## src/rtl/dmem_arbiter_pkg.sv

```systemverilog
// dmem_arbiter_pkg
//   Shared types and constants for the data-memory arbiter.
//   dmem_rd_owner_t : identifies who issued the read whose data arrives from
//                     the data memory this cycle (memory read latency is 1).
//   FUNCT3_WORD     : access-size code for a full 32-bit word (debug accesses).
package dmem_arbiter_pkg;

    typedef enum logic [1:0] {
        RD_NONE = 2'd0,
        RD_CORE = 2'd1,
        RD_DBG  = 2'd2
    } dmem_rd_owner_t;

    localparam logic [2:0] FUNCT3_WORD = 3'b010;

endpackage

```

## src/rtl/dmem_arbiter_starve_cnt.sv

```systemverilog
// dmem_starve_cnt
//   Saturating counter of consecutive core grants taken while the debug port
//   was waiting. When it reaches MAX_CORE_RUN the debug port wins the next
//   arbitration.
// Ports
//   clk    in  clock
//   reset  in  synchronous, active-high reset (clears the count)
//   inc    in  core was granted while debug waited
//   clr    in  debug granted, or no debug request pending
//   sat    out count has reached MAX_CORE_RUN
module dmem_starve_cnt #(
    parameter int MAX_CORE_RUN = 8
) (
    input  logic clk,
    input  logic reset,
    input  logic inc,
    input  logic clr,
    output logic sat
);

    localparam int CW = $clog2(MAX_CORE_RUN + 1);
    localparam logic [CW-1:0] MAX_V = CW'(MAX_CORE_RUN);

    logic [CW-1:0] cnt;

    always_ff @(posedge clk) begin
        if (reset || clr) begin
            cnt <= '0;
        end else if (inc && (cnt != MAX_V)) begin
            cnt <= cnt + 1'b1;
        end
    end

    assign sat = (cnt == MAX_V);

endmodule

```

## src/rtl/dmem_arbiter.sv

```systemverilog
// dmem_arbiter
//   Shares the single data memory between the pipeline MEM stage and a
//   debug/loader port. The core has priority; after MAX_CORE_RUN consecutive
//   core grants with debug waiting, debug wins one cycle and the core stalls.
// Ports
//   clk, reset                    clock, synchronous active-high reset
//   core_rd/wr/addr/wdata/funct3  MEM-stage request
//   core_stall                    freeze pipeline this cycle
//   core_rdata                    read data for the core (0 when not returning)
//   dbg_valid/we/addr/wdata       debug request (valid/ready handshake)
//   dbg_ready                     debug request accepted this cycle
//   dbg_rvalid/dbg_rdata          debug read response
//   mem_rd/wr/addr/wdata/funct3   to datamemory
//   mem_rdata                     from datamemory, 1 cycle after mem_rd
module dmem_arbiter
    import dmem_arbiter_pkg::*;
#(
    parameter int DM_ADDRESS   = 9,
    parameter int DATA_W       = 32,
    parameter int MAX_CORE_RUN = 8
) (
    input  logic                  clk,
    input  logic                  reset,
    input  logic                  core_rd,
    input  logic                  core_wr,
    input  logic [DM_ADDRESS-1:0] core_addr,
    input  logic [DATA_W-1:0]     core_wdata,
    input  logic [2:0]            core_funct3,
    output logic                  core_stall,
    output logic [DATA_W-1:0]     core_rdata,
    input  logic                  dbg_valid,
    input  logic                  dbg_we,
    input  logic [DM_ADDRESS-1:0] dbg_addr,
    input  logic [DATA_W-1:0]     dbg_wdata,
    output logic                  dbg_ready,
    output logic                  dbg_rvalid,
    output logic [DATA_W-1:0]     dbg_rdata,
    output logic                  mem_rd,
    output logic                  mem_wr,
    output logic [DM_ADDRESS-1:0] mem_addr,
    output logic [DATA_W-1:0]     mem_wdata,
    output logic [2:0]            mem_funct3,
    input  logic [DATA_W-1:0]     mem_rdata
);

    dmem_rd_owner_t rd_owner_q, rd_owner_d;
    logic core_req, gnt_core, gnt_dbg;
    logic starve_inc, starve_clr, starve_sat;

    dmem_starve_cnt #(
        .MAX_CORE_RUN(MAX_CORE_RUN)
    ) u_starve (
        .clk  (clk),
        .reset(reset),
        .inc  (starve_inc),
        .clr  (starve_clr),
        .sat  (starve_sat)
    );

    // Grant, memory mux and read-response routing. Everything is forced to
    // zero during reset so an in-flight read response is dropped.
    always_comb begin
        core_req   = 1'b0;
        gnt_core   = 1'b0;
        gnt_dbg    = 1'b0;
        core_stall = 1'b0;
        dbg_ready  = 1'b0;
        mem_rd     = 1'b0;
        mem_wr     = 1'b0;
        mem_addr   = '0;
        mem_wdata  = '0;
        mem_funct3 = '0;
        rd_owner_d = RD_NONE;
        starve_inc = 1'b0;
        starve_clr = 1'b0;
        dbg_rvalid = 1'b0;
        dbg_rdata  = '0;
        core_rdata = '0;
        if (!reset) begin
            core_req   = core_rd | core_wr;
            gnt_dbg    = dbg_valid & (~core_req | starve_sat);
            gnt_core   = core_req & ~gnt_dbg;
            core_stall = core_req & ~gnt_core;
            dbg_ready  = gnt_dbg;
            starve_inc = gnt_core & dbg_valid;
            starve_clr = gnt_dbg | ~dbg_valid;
            if (gnt_core) begin
                // A simultaneous read+write is a write; it gets no response.
                mem_rd     = core_rd & ~core_wr;
                mem_wr     = core_wr;
                mem_addr   = core_addr;
                mem_wdata  = core_wdata;
                mem_funct3 = core_funct3;
                if (core_rd && !core_wr) rd_owner_d = RD_CORE;
            end else if (gnt_dbg) begin
                mem_rd     = ~dbg_we;
                mem_wr     = dbg_we;
                mem_addr   = dbg_addr;
                mem_wdata  = dbg_wdata;
                mem_funct3 = FUNCT3_WORD;
                if (!dbg_we) rd_owner_d = RD_DBG;
            end
            if (rd_owner_q == RD_DBG) begin
                dbg_rvalid = 1'b1;
                dbg_rdata  = mem_rdata;
            end
            if (rd_owner_q == RD_CORE) begin
                core_rdata = mem_rdata;
            end
        end
    end

    always_ff @(posedge clk) begin
        if (reset) begin
            rd_owner_q <= RD_NONE;
        end else begin
            rd_owner_q <= rd_owner_d;
        end
    end

endmodule

```

## config.mk

```make
export PLATFORM = sky130hd
export DESIGN_NAME = dmem_arbiter
export DESIGN_NICKNAME = d
export VERILOG_FILES = /design/src/rtl/dmem_arbiter_pkg.sv /design/src/rtl/dmem_arbiter_starve_cnt.sv /design/src/rtl/dmem_arbiter.sv
export SDC_FILE = /design/constraint.sdc
export NUM_CORES = 1
export LEC_CHECK = 0
export ABC_AREA = 1
export BUFFER_PORTS_ARGS = -buffer_cell sky130_fd_sc_hd__buf_2
export CORE_AREA = 2 2 91 93
export DETAILED_ROUTE_END_ITERATION = 10
export DIE_AREA = 0 0 93 95
export GPL_ROUTABILITY_DRIVEN = 1
export SYNTH_ARGS = -nofsm -noshare
export SYNTH_HDL_FRONTEND = slang
export SYNTH_HIERARCHICAL = 1
export SYNTH_SLANG_ARGS = --single-unit
export TNS_END_PERCENT = 30
```

## constraint.sdc

```tcl
create_clock -name clk -period 2.6 [get_ports clk]
set_input_delay 0.13 -clock clk [delete_from_list [all_inputs] [get_ports clk]]
set_output_delay 0.13 -clock clk [all_outputs]
set_load 0.01 [all_outputs]
```

# Word-level counts from Yosys, hierarchy flattened
# Index checks and enable logic that the tools add are counted.
[word_totals]
reg_bits = 6
inputBits = 123
[op_classes]
add_sub_neg = 1
eq_ne = 4
n_mux = 29
bitwise = 14
reduce_logical = 4
[ops]
columns = ["operator", "count"]
rows = [
  ["2-to-1 mux 32 bit", 7],
  ["2-to-1 mux 9 bit", 3],
  ["2-to-1 mux 1 bit", 13],
  ["2-to-1 mux 2 bit", 4],
  ["2-to-1 mux 3 bit", 2],
  ["inverter 1 bit", 6],
  ["bitwise AND 1 bit", 5],
  ["adder 4 x 1 -> 4 bit, second input constant", 1],
  ["== test 4 bit, second input constant", 1],
  ["!= test 4 bit, second input constant", 1],
  ["bitwise OR 1 bit", 3],
  ["== test 2 x 1 -> 1 bit, second input constant", 1],
  ["== test 2 bit, second input constant", 1],
  ["logical AND 1 bit", 2],
  ["logical NOT 1 bit", 1],
  ["logical OR 1 bit", 1],
]

# Longest topological paths before layout
# Gate-level depths: netlist of the first run.
[depth]
depth_word = 9
depth_mapped = 13

# Modules after synthesis
# The synthesis of the first run kept the hierarchy.
[modules_own_cells]
columns = ["mod", "instances", "cells_each", "area_per_inst_um2", "seq_area_each_um2"]
rows = [
  ["dmem_arbiter", 1, 282, 1292.5, 40.0],
  ["dmem_starve_cnt", 1, 33, 224.0, 80.1],
]

# Worst setup path before layout of the first run
# Ideal clock, no wire load.
[synth_path]
kind = "reg-to-reg"
startpoint = "register u_starve.cnt[0]"
endpoint = "register u_starve.cnt[3]"
arrival_ns = 1.908
t_required_ns = 2.487
setup_slack_ns = 0.579
stages_incl_launch_ff = 14
n_path_buf = 1
synth_period_minus_slack_ns = 2.021
cell_sequence = "dfxtp_1 inv_1 ha_1 nand3_2 inv_1 inv_1 o21ai_2 buf_2 nor3_1 nand2_1 nor2_2 nand2_1 nand2_1 nor2_1"
[synth_between]
elab_chain_cells = 8
[synth_lines]
columns = ["item", "line", "text"]
rows = [
  ["start, declared", "dmem_arbiter_starve_cnt.sv:24", "logic [CW-1:0] cnt;"],
  ["start signal, assigned", "dmem_arbiter_starve_cnt.sv:30", "cnt <= cnt + 1'b1;"],
  ["== test 4 bit", "dmem_arbiter_starve_cnt.sv:34", "assign sat = (cnt == MAX_V);"],
  ["via starve_sat", "dmem_arbiter.sv:48", "logic starve_inc, starve_clr, starve_sat;"],
  ["bitwise OR 1 bit", "dmem_arbiter.sv:81", "gnt_dbg = dbg_valid & (~core_req | starve_sat);"],
  ["bitwise AND 1 bit", "dmem_arbiter.sv:81", ""],
  ["inverter 1 bit", "dmem_arbiter.sv:82", "gnt_core = core_req & ~gnt_dbg;"],
  ["bitwise AND 1 bit", "dmem_arbiter.sv:82", ""],
  ["bitwise AND 1 bit", "dmem_arbiter.sv:85", "starve_inc = gnt_core & dbg_valid;"],
  ["2-to-1 mux 1 bit", "dmem_arbiter.sv:79", "if (!reset) begin"],
  ["via starve_inc", "dmem_arbiter.sv:48", ""],
  ["logical AND 1 bit", "dmem_arbiter_starve_cnt.sv:29", "end else if (inc && (cnt != MAX_V)) begin"],
]
# The timed path passes the listed nets, and every way through them passes these cells.
# A chain may end at the register's enable or synchronous reset.

# Final worst setup path of the first run
[layout_path]
startpoint = "register u_starve.cnt[0]"
endpoint = "output port core_stall"
[layout_between]
elab_chain_cells = 8
[layout_lines]
columns = ["item", "line", "text"]
rows = [
  ["== test 4 bit", "dmem_arbiter_starve_cnt.sv:34", ""],
  ["via starve_sat", "dmem_arbiter.sv:48", ""],
  ["bitwise OR 1 bit", "dmem_arbiter.sv:81", ""],
  ["bitwise AND 1 bit", "dmem_arbiter.sv:81", ""],
  ["inverter 1 bit", "dmem_arbiter.sv:82", ""],
  ["bitwise AND 1 bit", "dmem_arbiter.sv:82", ""],
  ["inverter 1 bit", "dmem_arbiter.sv:83", "core_stall = core_req & ~gnt_core;"],
  ["bitwise AND 1 bit", "dmem_arbiter.sv:83", ""],
  ["2-to-1 mux 1 bit", "dmem_arbiter.sv:79", ""],
  ["end, declared", "dmem_arbiter.sv:29", "output logic core_stall,"],
]
# The timed path passes the listed nets, and every way through them passes these cells.

==> results of run 1 <==
[power groups by stage]
stage                     clock network (W)  logic [W]  registers (W)
final                              0.000142   0.000320      0.0000968
after global routing               0.000149   0.000358      0.0000970
after CTS                          0.000143   0.000322      0.0000967
after detailed placement                  0   0.000321      0.0000981
after global placement                    0   0.000317      0.0000980
after floorplan                           0   0.000157      0.0000978
[final timing paths]
path	end	cells past startpoint	slack, ns	from
setup / recovery	core_stall	10	0.32	u_starve/cnt[0]$_SDFFE_PP0P_
hold / removal	rd_owner_q[1]$_SDFF_PP0_	4	0.23	dbg_we
setup reg to reg	u_starve/cnt[3]$_SDFFE_PP0P_	12	0.37	u_starve/cnt[0]$_SDFFE_PP0P_
hold reg to reg	u_starve/cnt[2]$_SDFFE_PP0P_	2	0.53	u_starve/cnt[2]$_SDFFE_PP0P_
[worst reg2reg max path, stage by stage, from the launching register on]
cell and delay (ns):
dfxtp_1 0.38, inv_1 0.07, ha_1 0.22, nand3_2 0.12, inv_1 0.05, inv_1 0.13, o21ai_4 0.19, nor3_1 0.57
nand2_1 0.14, nor2_2 0.12, nand2_1 0.05, nand2_1 0.06, nor2_1 0.04
[cell families after synthesis]
kind of cell             Yosys count  synth area share, %
flip-flops                         6                 7.92
AND/OR/NAND/NOR                  222                 64.8
AO/OA/AOI/OAI                      9                 3.55
buffers and inverters             76                 22.1
adder cells (fa/ha/maj)            2                 1.65
[per-layer routing]
metal	global-route usage, %	share of wire (%)	vias up
met5	0	0	-
met4	4.04	0.99	0
met3	1.76	8.3	5
met2	28.7	52	139
met1	16.1	39	1140
li1	-	-	1419
[per-stage QoR]
| stage | total power [W] | instances | hold WS [ns] | utilization (%) | setup slack [ns] |
|---|---|---|---|---|---|
| after floorplan | 0.000255 | 315 | 0.300 | - | 0.579 |
| after global placement | 0.000415 | 636 | 0.454 | 34.6 | 0.454 |
| after detailed placement | 0.000419 | 636 | 0.467 | 34.6 | 0.410 |
| after CTS | 0.000562 | 639 | 0.235 | 35.1 | 0.312 |
| after global routing | 0.000604 | 639 | 0.272 | 35.1 | 0.124 |
| final | 0.000559 | 639 | 0.231 | 35.1 | 0.319 |
[cell usage in the layout (no fill, tap or decap)]
master	count
clkbuf_8	3
buf_4	4
inv_2	2
dfxtp_1	6
nand3_2	1
a31oi_1	1
buf_2	235
nand2_1	88
nand2_2	7
a21oi_1	4
nor3_1	1
o21ai_0	2
o21ai_2	1
nor2_1	74
nand3_1	7
nor2_4	1
o21ai_4	1
inv_1	50
nand4_1	42
buf_12	1
ha_1	2
nor2_2	1
[final cells by class]
type / instances / share of cell area [%]
repair buffers: 240 / 44.1
multi-input cells: 233 / 38.4
flip-flops and latches: 6 / 4.32
clock buffers: 3 / 1.48
inverters: 52 / 7.01
well taps: 105 / 4.72
[sequential cells by signal (all words and copies together), names as in the netlist]
name          flops
rd_owner_q        2
u_starve/cnt      4
==> reports/metrics.yaml, run 1 <==
power.internal_w: 0.000335
portBuffers: 235
seqCellArea_sq_um: 120
end_kind: "output pin"
post_cts_resized: 0
place_hpwl_microns: 6030
synth_flop_cell: "dfxtp_1"
clkSinkCount: 6
crit_required_ns: 2.47
clkPwrFrac_pct: 25.4
grt-ovfl-total: 0
ant_nets: 0
synth.distinct_cells: 20
rsz0062_at_grt: "false"
grt_pass1_vias: 2295
p_sw_share_pct: 40.0
power.share.sequential_pct: 17.3
path_class: "flop to output pin"
power_density_mw_per_mm2: 201
first_iter_violations: 61
p_leak_nw: 2.02
yosysWarnings: 6
cp_cell_sequence: "inv_1 > ha_1 > nand3_2 > inv_1 > inv_1 > o21ai_4 > buf_4 > nand3_1 > a21oi_1 > buf_2"
status: "completed"
synth-async-reset-ratio_pct: 0
cts_tree: "yes"
finalSetupViolCount: 0
post_cts_buffers: 0
antenna_found_initial: 0
power.switching_w: 0.000224
post_drt_wl_per_cell_microns: 11.2
drc: 0
combPwrFrac_pct: 57.3
period_share_pct: 87.7
ir_worst_vdd_mv: 0.125
setup_tns_ns: 0
clk_pin_slew_ns: 0.04
drive_above_1_share_pct: 48.1
critPathMaxStageDelay_ns: 0.35
die_y_microns: 95
hold_violations: 0
cpLargestDelayFamily: "buffers and inverters"
cap_violations: 0
synthCells: 315
num_rows: 33
grt_usage_pct: 14.5
critical_path.slowest_cell: "buf_4"
hp-class: "primary input to flop"
crit_buf_inv: 5
synthTopCellsByArea: "nand2_1 (22%), nor2_1 (18%), nand4_1 (17%)"
n_fill_cell: 889
placed_cell_area_sq_mm: 0.00274
htreeDepth: 1
drt-total-wl_microns: 7150
multi_input_area_sq_mm: 0.00107
syn_nets: 440
dieArea_sq_mm: 0.00884
clockRootBuffer: "clkbuf_8"
max-slew-margin-rel_pct: 55.3
ys_seq_area_share_pct: 7.92
areaGrowthSynthToFinish_pct: 83.5
start_util_pct: 19.1
cts-hold-fix-buffers: 0
grt_pass1_wl_microns: 10500
synth-seq-cells: 6
stdcell_area_sq_mm: 0.00278
clockBufferDepth: 2
dr.pass1.iters: 4
grt_max_degree: 45
fp.coreArea_sq_mm: 0.00793
worstPathMaxFanout: 24
syn_area_per_cell_sq_um: 4.81
path_common_cell: "inv_1"
cts_made_buffers: 3
fmax_ghz: 0.438
io_pins: 236
startpoint_type: "flop"
num_antenna_cells: 0
clock_skew_ns: 0.00375
synth.most_common_cell: "nand2_1"
synth-edff-count: 0
clk_latency_ns: 0.23
yosysTopAreaCell: "nand2_1"
cp.arrival_ns: 2.15
synthTopCellsByCount: "nand2_1 (88), nor2_1 (74), inv_1 (50)"
vias: 2703
post_drt_via_cell_ratio: 4.23
syn_area_sq_mm: 0.00152
gp_congestion: 0.789
die_x_microns: 93
final.min_clock_period_ns: 2.28
fin_nets: 661
worst_pin_slew_ns: 0.666
drv_slew: 0
synth.top_cell.area_share_pct: 21.8
No activity file was read; power rests on OpenSTA's default activity.
==> run 2, diff against run 1 <==
--- a/config.mk
+++ b/config.mk
@@ -13,6 +13,5 @@
 export GPL_ROUTABILITY_DRIVEN = 1
 export SYNTH_ARGS = -nofsm -noshare
 export SYNTH_HDL_FRONTEND = slang
-export SYNTH_HIERARCHICAL = 1
 export SYNTH_SLANG_ARGS = --single-unit
 export TNS_END_PERCENT = 30
==> reports/metrics.yaml, run 2 <==
status: "completed"
drv_slew: 0  # unchanged
clockBufferDepth: 2  # unchanged
path_class: "flop to output pin"
post_drt_via_cell_ratio: 4.05  # -4.4%
worst_pin_slew_ns: 0.987  # +0.321 ns
synth.top_cell.area_share_pct: 21.6  # -0.18 points
grt_pass1_wl_microns: 9140  # -13%
synth-xor-area-share_pct: 1.23  # +1.2 points
dr.pass1.iters: 5  # +1
clock_skew_ns: 0.000480  # -0.00327 ns
areaGrowthSynthToFinish_pct: 85.5
cp.arrival_ns: 1.77  # -0.38 ns
clockRootBuffer: "clkbuf_8"
clk_latency_ns: 0.22  # about the same
post_cts_resized: 0  # unchanged
syn_nets: 417  # -5.2%
synth_top_family_by_area: "simple AND/OR/NAND/NOR gates"
num_rows: 33  # unchanged
worstPathMaxFanout: 45  # +88%
vias: 2504  # -7.4%
synth-compound-area-share_pct: 0.351  # -3.2 points
synth-edff-count: 0  # unchanged
final_util_pct: 33.3  # -1.8 points
grt_pass1_vias: 2132  # -7.1%
portBuffers: 235  # unchanged
total_power_w: 0.000524  # -6.2%
reg_top3: "u_starve.cnt: 4 flops, rd_owner_q: 2 flops"
post_drt_wl_per_cell_microns: 10.2  # -9.1%
start_util_pct: 18.0  # -1.2 points
first_iter_violations: 36  # -41%
die_y_microns: 95  # unchanged
gp_congestion: 0.775  # -1.8%
setup_tns_ns: 0  # unchanged
drive_above_1_share_pct: 49.4  # +1.3 points
htreeDepth: 1  # unchanged
finalSetupViolCount: 0  # unchanged
fp.coreArea_sq_mm: 0.00793  # unchanged
end_kind: "output pin"
synth-async-reset-ratio_pct: 0  # unchanged
p_leak_nw: 1.99  # -1.8%
yosysTopAreaCell: "nand2_1"
num_antenna_cells: 0  # unchanged
dieArea_sq_mm: 0.00884  # unchanged
ant_nets: 0  # unchanged
synthCells: 292  # -7.3%
crit_required_ns: 2.47  # about the same
synthTopCellsByCount: "nand2_1 (82), nor2_1 (76), nand3_1 (46)"
ir_worst_vdd_mv: 0.0982  # -21%
clkSinkCount: 6  # unchanged
clk_pin_slew_ns: 0.03  # about the same
yosysWarnings: 0  # -6
synthSimpleGateAreaFrac_pct: 65.1  # +0.38 points
most-common-layout-cells: "buf_2 (235), nand2_1 (82), nor2_1 (76), nand3_1 (46), inv_1 (45)"
ys_seq_area_share_pct: 8.43  # +0.51 points
period_share_pct: 73.0  # -15 points
synthMuxAreaShare_pct: 0  # unchanged
post_cts_buffers: 0  # unchanged
hold_violations: 0  # unchanged
synth_flop_cell: "dfxtp_1"
cts_tree: "yes"
die_x_microns: 93  # unchanged
synth.most_common_cell: "nand2_1"
dp_slack_ns: 0.916  # +0.506 ns
grt_usage_pct: 12.4  # -2.1 points
antenna_found_initial: 0  # unchanged
max-slew-margin-rel_pct: 34.1  # -21 points
drc: 0  # unchanged
cap_violations: 0  # unchanged
synth.distinct_cells: 18  # -10%
layout_commonest_cell: "buf_2"
fin_nets: 641  # -3.0%
final.min_clock_period_ns: 1.90  # -0.382 ns
synth-seq-cells: 6  # unchanged
grt-ovfl-total: 0  # unchanged
largest_reg_flops: 4  # unchanged
place_hpwl_microns: 5490  # -8.8%
io_pins: 236  # unchanged
grt_max_degree: 46  # +2.2%
fmax_ghz: 0.527  # +20%
rsz0062_at_grt: "false"
top_register: "u_starve.cnt"
syn_area_sq_mm: 0.00143  # -6.0%
startpoint_type: "flop"
cts-hold-fix-buffers: 0  # unchanged
layout_setup_ws_ns: 0.701  # +0.382 ns
power_density_mw_per_mm2: 198  # -1.3%
syn_area_per_cell_sq_um: 4.88  # +1.4%
drt-total-wl_microns: 6290  # -12%
synthAdderAreaFrac_pct: 1.76  # +0.11 points
cts_made_buffers: 3  # unchanged
hp-class: "primary input to flop"
synthTopCellsByArea: "nand2_1 (22%), nor2_1 (20%), nand3_1 (16%)"
==> run 2: cell count changes after synthesis, moves of 5 or more <==
cell,previous run,this run
nand2_1,88,82
buf_2,16,10
nand3_1,7,46
nand4_1,42,0
inv_1,50,45
==> run 2: layer usage <==
layer	vias up	track usage, %	part of all wire (%)
li1	1309	-	-
met1	1035	14.5	39
met2	156	23.7	49
met3	4	2.08	11
met4	0	2.70	0.70
met5	-	0	0
==> run 2: cell families (layout without fill, tap and decap cells) <==
| kind of cell | Yosys count | after routing |
|---|---|---|
| AOI/OAI and AO/OA | 1 | 1 |
| xor gates and xnor gates | 2 | 2 |
| adders and majority gates | 2 | 2 |
| buffers and inverters | 65 | 287 |
| DFF | 6 | 6 |
| and+or+nand+nor | 216 | 216 |
==> run 2: report_power, final <==
part,leakage (nW),internal (W),switching [W]
sequential,0.0487,0.0000947,0.00000142
combinational,1.92,0.000136,0.000155
clock,0.0216,0.0000993,0.0000381
==> run 2: worst max-delay path, cell delays in order, from the launching register on <==
cell and delay [ns]:
dfxtp_1 0.36, inv_1 0.06, ha_1 0.19, nand3_1 0.13, nand2_4 0.08, nand2_4 0.32, nand3_1 0.15, o21ai_0 0.10
buf_2 0.15
==> run 2: final timing paths <==
check | start | endpoint | slack [ns] | cells past startpoint
worst max-delay path | u_starve.cnt[0]$_SDFFE_PP0P_ | mem_rd | 0.70 | 8
worst min-delay path | dbg_we | rd_owner_q[1]$_SDFF_PP0_ | 0.1 | 2
worst max register to register | u_starve.cnt[0]$_SDFFE_PP0P_ | rd_owner_q[0]$_SDFF_PP0_ | 1.17 | 7
worst min register to register | u_starve.cnt[0]$_SDFFE_PP0P_ | u_starve.cnt[0]$_SDFFE_PP0P_ | 0.46 | 1
==> run 2: layout make-up <==
type | count | area [sq um]
repair buffers | 237 | 1190
inverters | 47 | 184
well taps | 105 | 131
fillers | 901 | 5280
clock buffers | 3 | 41.3
multi-input cells | 221 | 976
flip-flops and latches | 6 | 120
==> run 2: metrics by stage <==
stage | instance area (sq um) | hold WS, ns | cells
2_1_floorplan | 1430 | 0.202 | 292
3_3_place_gp | 2600 | 0.317 | 616
3_5_place_dp | 2600 | 0.321 | 616
4_1_cts | 2640 | 0.0883 | 619
5_1_grt | 2640 | 0.108 | 619
6_report | 2640 | 0.0968 | 619
==> run 3, diff against run 2 <==
--- a/config.mk
+++ b/config.mk
@@ -5,11 +5,11 @@
 export SDC_FILE = /design/constraint.sdc
 export NUM_CORES = 1
 export LEC_CHECK = 0
-export ABC_AREA = 1
+export ABC_AREA = 0
 export BUFFER_PORTS_ARGS = -buffer_cell sky130_fd_sc_hd__buf_2
-export CORE_AREA = 2 2 91 93
+export CORE_AREA = 2 2 92 94
 export DETAILED_ROUTE_END_ITERATION = 10
-export DIE_AREA = 0 0 93 95
+export DIE_AREA = 0 0 94 96
 export GPL_ROUTABILITY_DRIVEN = 1
 export SYNTH_ARGS = -nofsm -noshare
 export SYNTH_HDL_FRONTEND = slang
==> constraint.sdc (replaced) <==
create_clock -name clk -period 2 [get_ports clk]
set_input_delay 0.1 -clock clk [delete_from_list [all_inputs] [get_ports clk]]
set_output_delay 0.1 -clock clk [all_outputs]
set_load 0.01 [all_outputs]
==> reports/metrics.yaml, run 3 <==
status: "completed"
drv_slew: 0  # unchanged
synth-seq-cells: 6  # unchanged
drive_above_1_share_pct: 54.6  # +5.2 points
dieArea_sq_mm: 0.00902  # +2.1%
p_leak_nw: 2.10  # +5.9%
fp.coreArea_sq_mm: 0.00805  # +1.6%
fin_nets: 614  # -4.2%
n_fill_cell: 864  # -4.1%
die_y_microns: 96  # +1.1%
cts-hold-fix-buffers: 0  # unchanged
final.min_clock_period_ns: 1.97
post_drt_wl_per_cell_microns: 11.8  # +16%
setup_tns_ns: 0  # unchanged
power.switching_w: 0.000270  # +39%
power.internal_w: 0.000496  # +51%
grt_pass1_vias: 2076  # -2.6%
drt-total-wl_microns: 7010  # +11%
fmax_ghz: 0.507
first_iter_violations: 72  # +100%
syn_area_sq_mm: 0.00175  # +23%
power_density_mw_per_mm2: 239  # +21%
synth.top_cell.area_share_pct: 23.4  # +1.8 points
yosysWarnings: 0  # unchanged
dp.cells: 579  # -6.0%
ir_worst_vdd_mv: 0.184  # +87%
hold_violations: 0  # unchanged
start_util_pct: 21.8  # +3.8 points
power.share.sequential_pct: 16.4  # -1.9 points
io_pins: 236  # unchanged
synthCells: 254  # -13%
cp.arrival_ns: 1.87  # +0.10 ns
drc: 0  # unchanged
yosysTopAreaCell: "mux2i_1"
ant_nets: 0  # unchanged
post_drt_via_cell_ratio: 4.19  # +3.6%
grt-ovfl-total: 0  # unchanged
synth.distinct_cells: 29  # +11
ys_seq_area_share_pct: 6.85  # -1.6 points
clk_pin_slew_ns: 0.04  # about the same
cap_violations: 0  # unchanged
clk_latency_ns: 0.22  # about the same
max-slew-margin-rel_pct: 71.1  # +37 points
hp-class: "primary input to flop"
synthTopCellsByArea: "mux2i_1 (23%), and2_1 (23%), nand2b_1 (15%)"
portBuffers: 235  # unchanged
areaGrowthSynthToFinish_pct: 82.7
grt_max_degree: 46  # unchanged
synth_flop_cell: "dfxtp_1"
grt_usage_pct: 13.4  # +0.93 points
clockRootBuffer: "clkbuf_8"
clock_skew_ns: 0.000549  # +0.0000688 ns
syn_nets: 379  # -9.1%
rsz0062_at_grt: "true"
synthTopCellsByCount: "and2_1 (64), nand2_1 (47), nand2b_1 (42)"
worst_pin_slew_ns: 0.434  # -0.553 ns
most-common-layout-cells: "buf_2 (235), and2_1 (64), nand2_1 (47), nand2b_1 (42), mux2i_1 (40)"
synth.most_common_cell: "and2_1"
layout_commonest_cell: "buf_2"
dr.pass1.iters: 4  # -1
die_x_microns: 94  # +1.1%
synth-edff-count: 0  # unchanged
htreeDepth: 1  # unchanged
num_rows: 33  # unchanged
path_class: "flop to output pin"
synth-async-reset-ratio_pct: 0  # unchanged
clkSinkCount: 6  # unchanged
crit_required_ns: 1.90  # -0.57 ns
cts_tree: "yes"
vias: 2481  # -0.92%
startpoint_type: "flop"
num_antenna_cells: 0  # unchanged
antenna_found_initial: 0  # unchanged
cts_made_buffers: 3  # unchanged
place_hpwl_microns: 5370  # -2.2%
end_kind: "output pin"
largest_reg_flops: 4  # unchanged
period_share_pct: 98.5
clockBufferDepth: 2  # unchanged
grt_pass1_wl_microns: 9940  # +8.8%
reg_top3: "u_starve.cnt: 4 flops, rd_owner_q: 2 flops"
combPwrFrac_pct: 59.7  # +4.2 points
top_register: "u_starve.cnt"
gp_congestion: 0.735  # -5.1%
stdcell_count: 592  # -4.4%
syn_area_per_cell_sq_um: 6.91  # +42%
p_sw_share_pct: 35.3  # -1.9 points
clkPwrFrac_pct: 23.9  # -2.3 points
worstPathMaxFanout: 6  # -87%
finalSetupViolCount: 0  # unchanged
-- run 3: changes by cell type after synthesis, moves of 10 or more --
cell | previous run | this run
nor2_1 | 76 | 2
and2_1 | 0 | 64
nand3_1 | 46 | 2
clkbuf_1 | 0 | 10
nand2b_1 | 0 | 42
inv_1 | 45 | 3
mux2i_1 | 0 | 41
nand2_1 | 82 | 47
-- run 3: worst max-delay path, stage by stage (launching register included) --
cell,delay (ns)
dfxtp_2,0.34
inv_2,0.05
ha_4,0.16
and3b_2,0.22
o21ai_4,0.22
buf_12,0.17
buf_16,0.13
mux2i_1,0.19
buf_2,0.16
-- run 3: metal layers --
layer | wire length, microns | GRT usage, % | part of all wire [%] | up-vias
li1 | - | - | - | 1279
met3 | 516 | 1.80 | 7.4 | 2
met5 | 0 | 0 | 0 | -
met1 | 2960 | 17.0 | 42 | 1085
met4 | 12 | 2.29 | 0.17 | 0
met2 | 3520 | 24.3 | 50 | 115
-- run 3: power by group through the flow --
stage | Combinational (W) | Sequential (W) | Clock, W
floorplan | 0.000216 | 0.000127 | 0
global placement | 0.000417 | 0.000127 | 0
detailed placement | 0.000423 | 0.000127 | 0
CTS | 0.000443 | 0.000126 | 0.000186
global route | 0.000506 | 0.000126 | 0.000194
finish | 0.000458 | 0.000126 | 0.000183
-- run 3: worst paths after layout --
kind | startpoint | endpoint | slack [ns] | cells after the start
min reg2reg | u_starve.cnt[0]$_SDFFE_PP0P_ | u_starve.cnt[0]$_SDFFE_PP0P_ | 0.44 | 1
min | dbg_we | rd_owner_q[1]$_SDFF_PP0_ | 0.09 | 2
max reg2reg | u_starve.cnt[0]$_SDFFE_PP0P_ | rd_owner_q[1]$_SDFF_PP0_ | 0.53 | 7
max | u_starve.cnt[0]$_SDFFE_PP0P_ | mem_wdata[23] | 0.03 | 8
-- run 3: per-stage QoR --
stage               setup slack (ns)  power, W  hold WS [ns]  util (%)  cell area, sq um
floorplan                      0.332  0.000342         0.177         -              1750
global placement               0.116  0.000544         0.306      36.9              2970
detailed placement            0.0720  0.000550         0.311      36.9              2970
CTS                         -0.00183  0.000754        0.0779      38.6              3110
global route                 -0.0743  0.000827         0.104      39.8              3200
finish                        0.0290  0.000767        0.0869      39.8              3200
-- run 3: kinds of logic after synthesis --
| family | synth area share, % |
|---|---|
| AO/OA/AOI/OAI | 3.71 |
| multiplexers | 23.4 |
| buffers and inverters | 9.70 |
| flip-flops | 6.85 |
| adder cells (fa/ha/maj) | 1.43 |
| AND/OR/NAND/NOR | 54.9 |
-- run 3: what timing repair did --
action,4_1_cts,5_1_grt
setup buffers,2,4
setup endpoints to repair,42,43
resized for setup,6,7
cloned,2,2
pin swaps,1,2
-- run 3: cell type report --
| class | count | area, sq um | area share (%) |
|---|---|---|---|
| Clock buffer | 3 | 41.3 | 1.29 |
| Inverter | 3 | 11.3 | 0.351 |
| Multi-Input combinational cell | 224 | 1490 | 46.6 |
| Sequential cell | 6 | 123 | 3.83 |
| Tap cell | 105 | 131 | 4.10 |
| Timing Repair Buffer | 251 | 1400 | 43.8 |
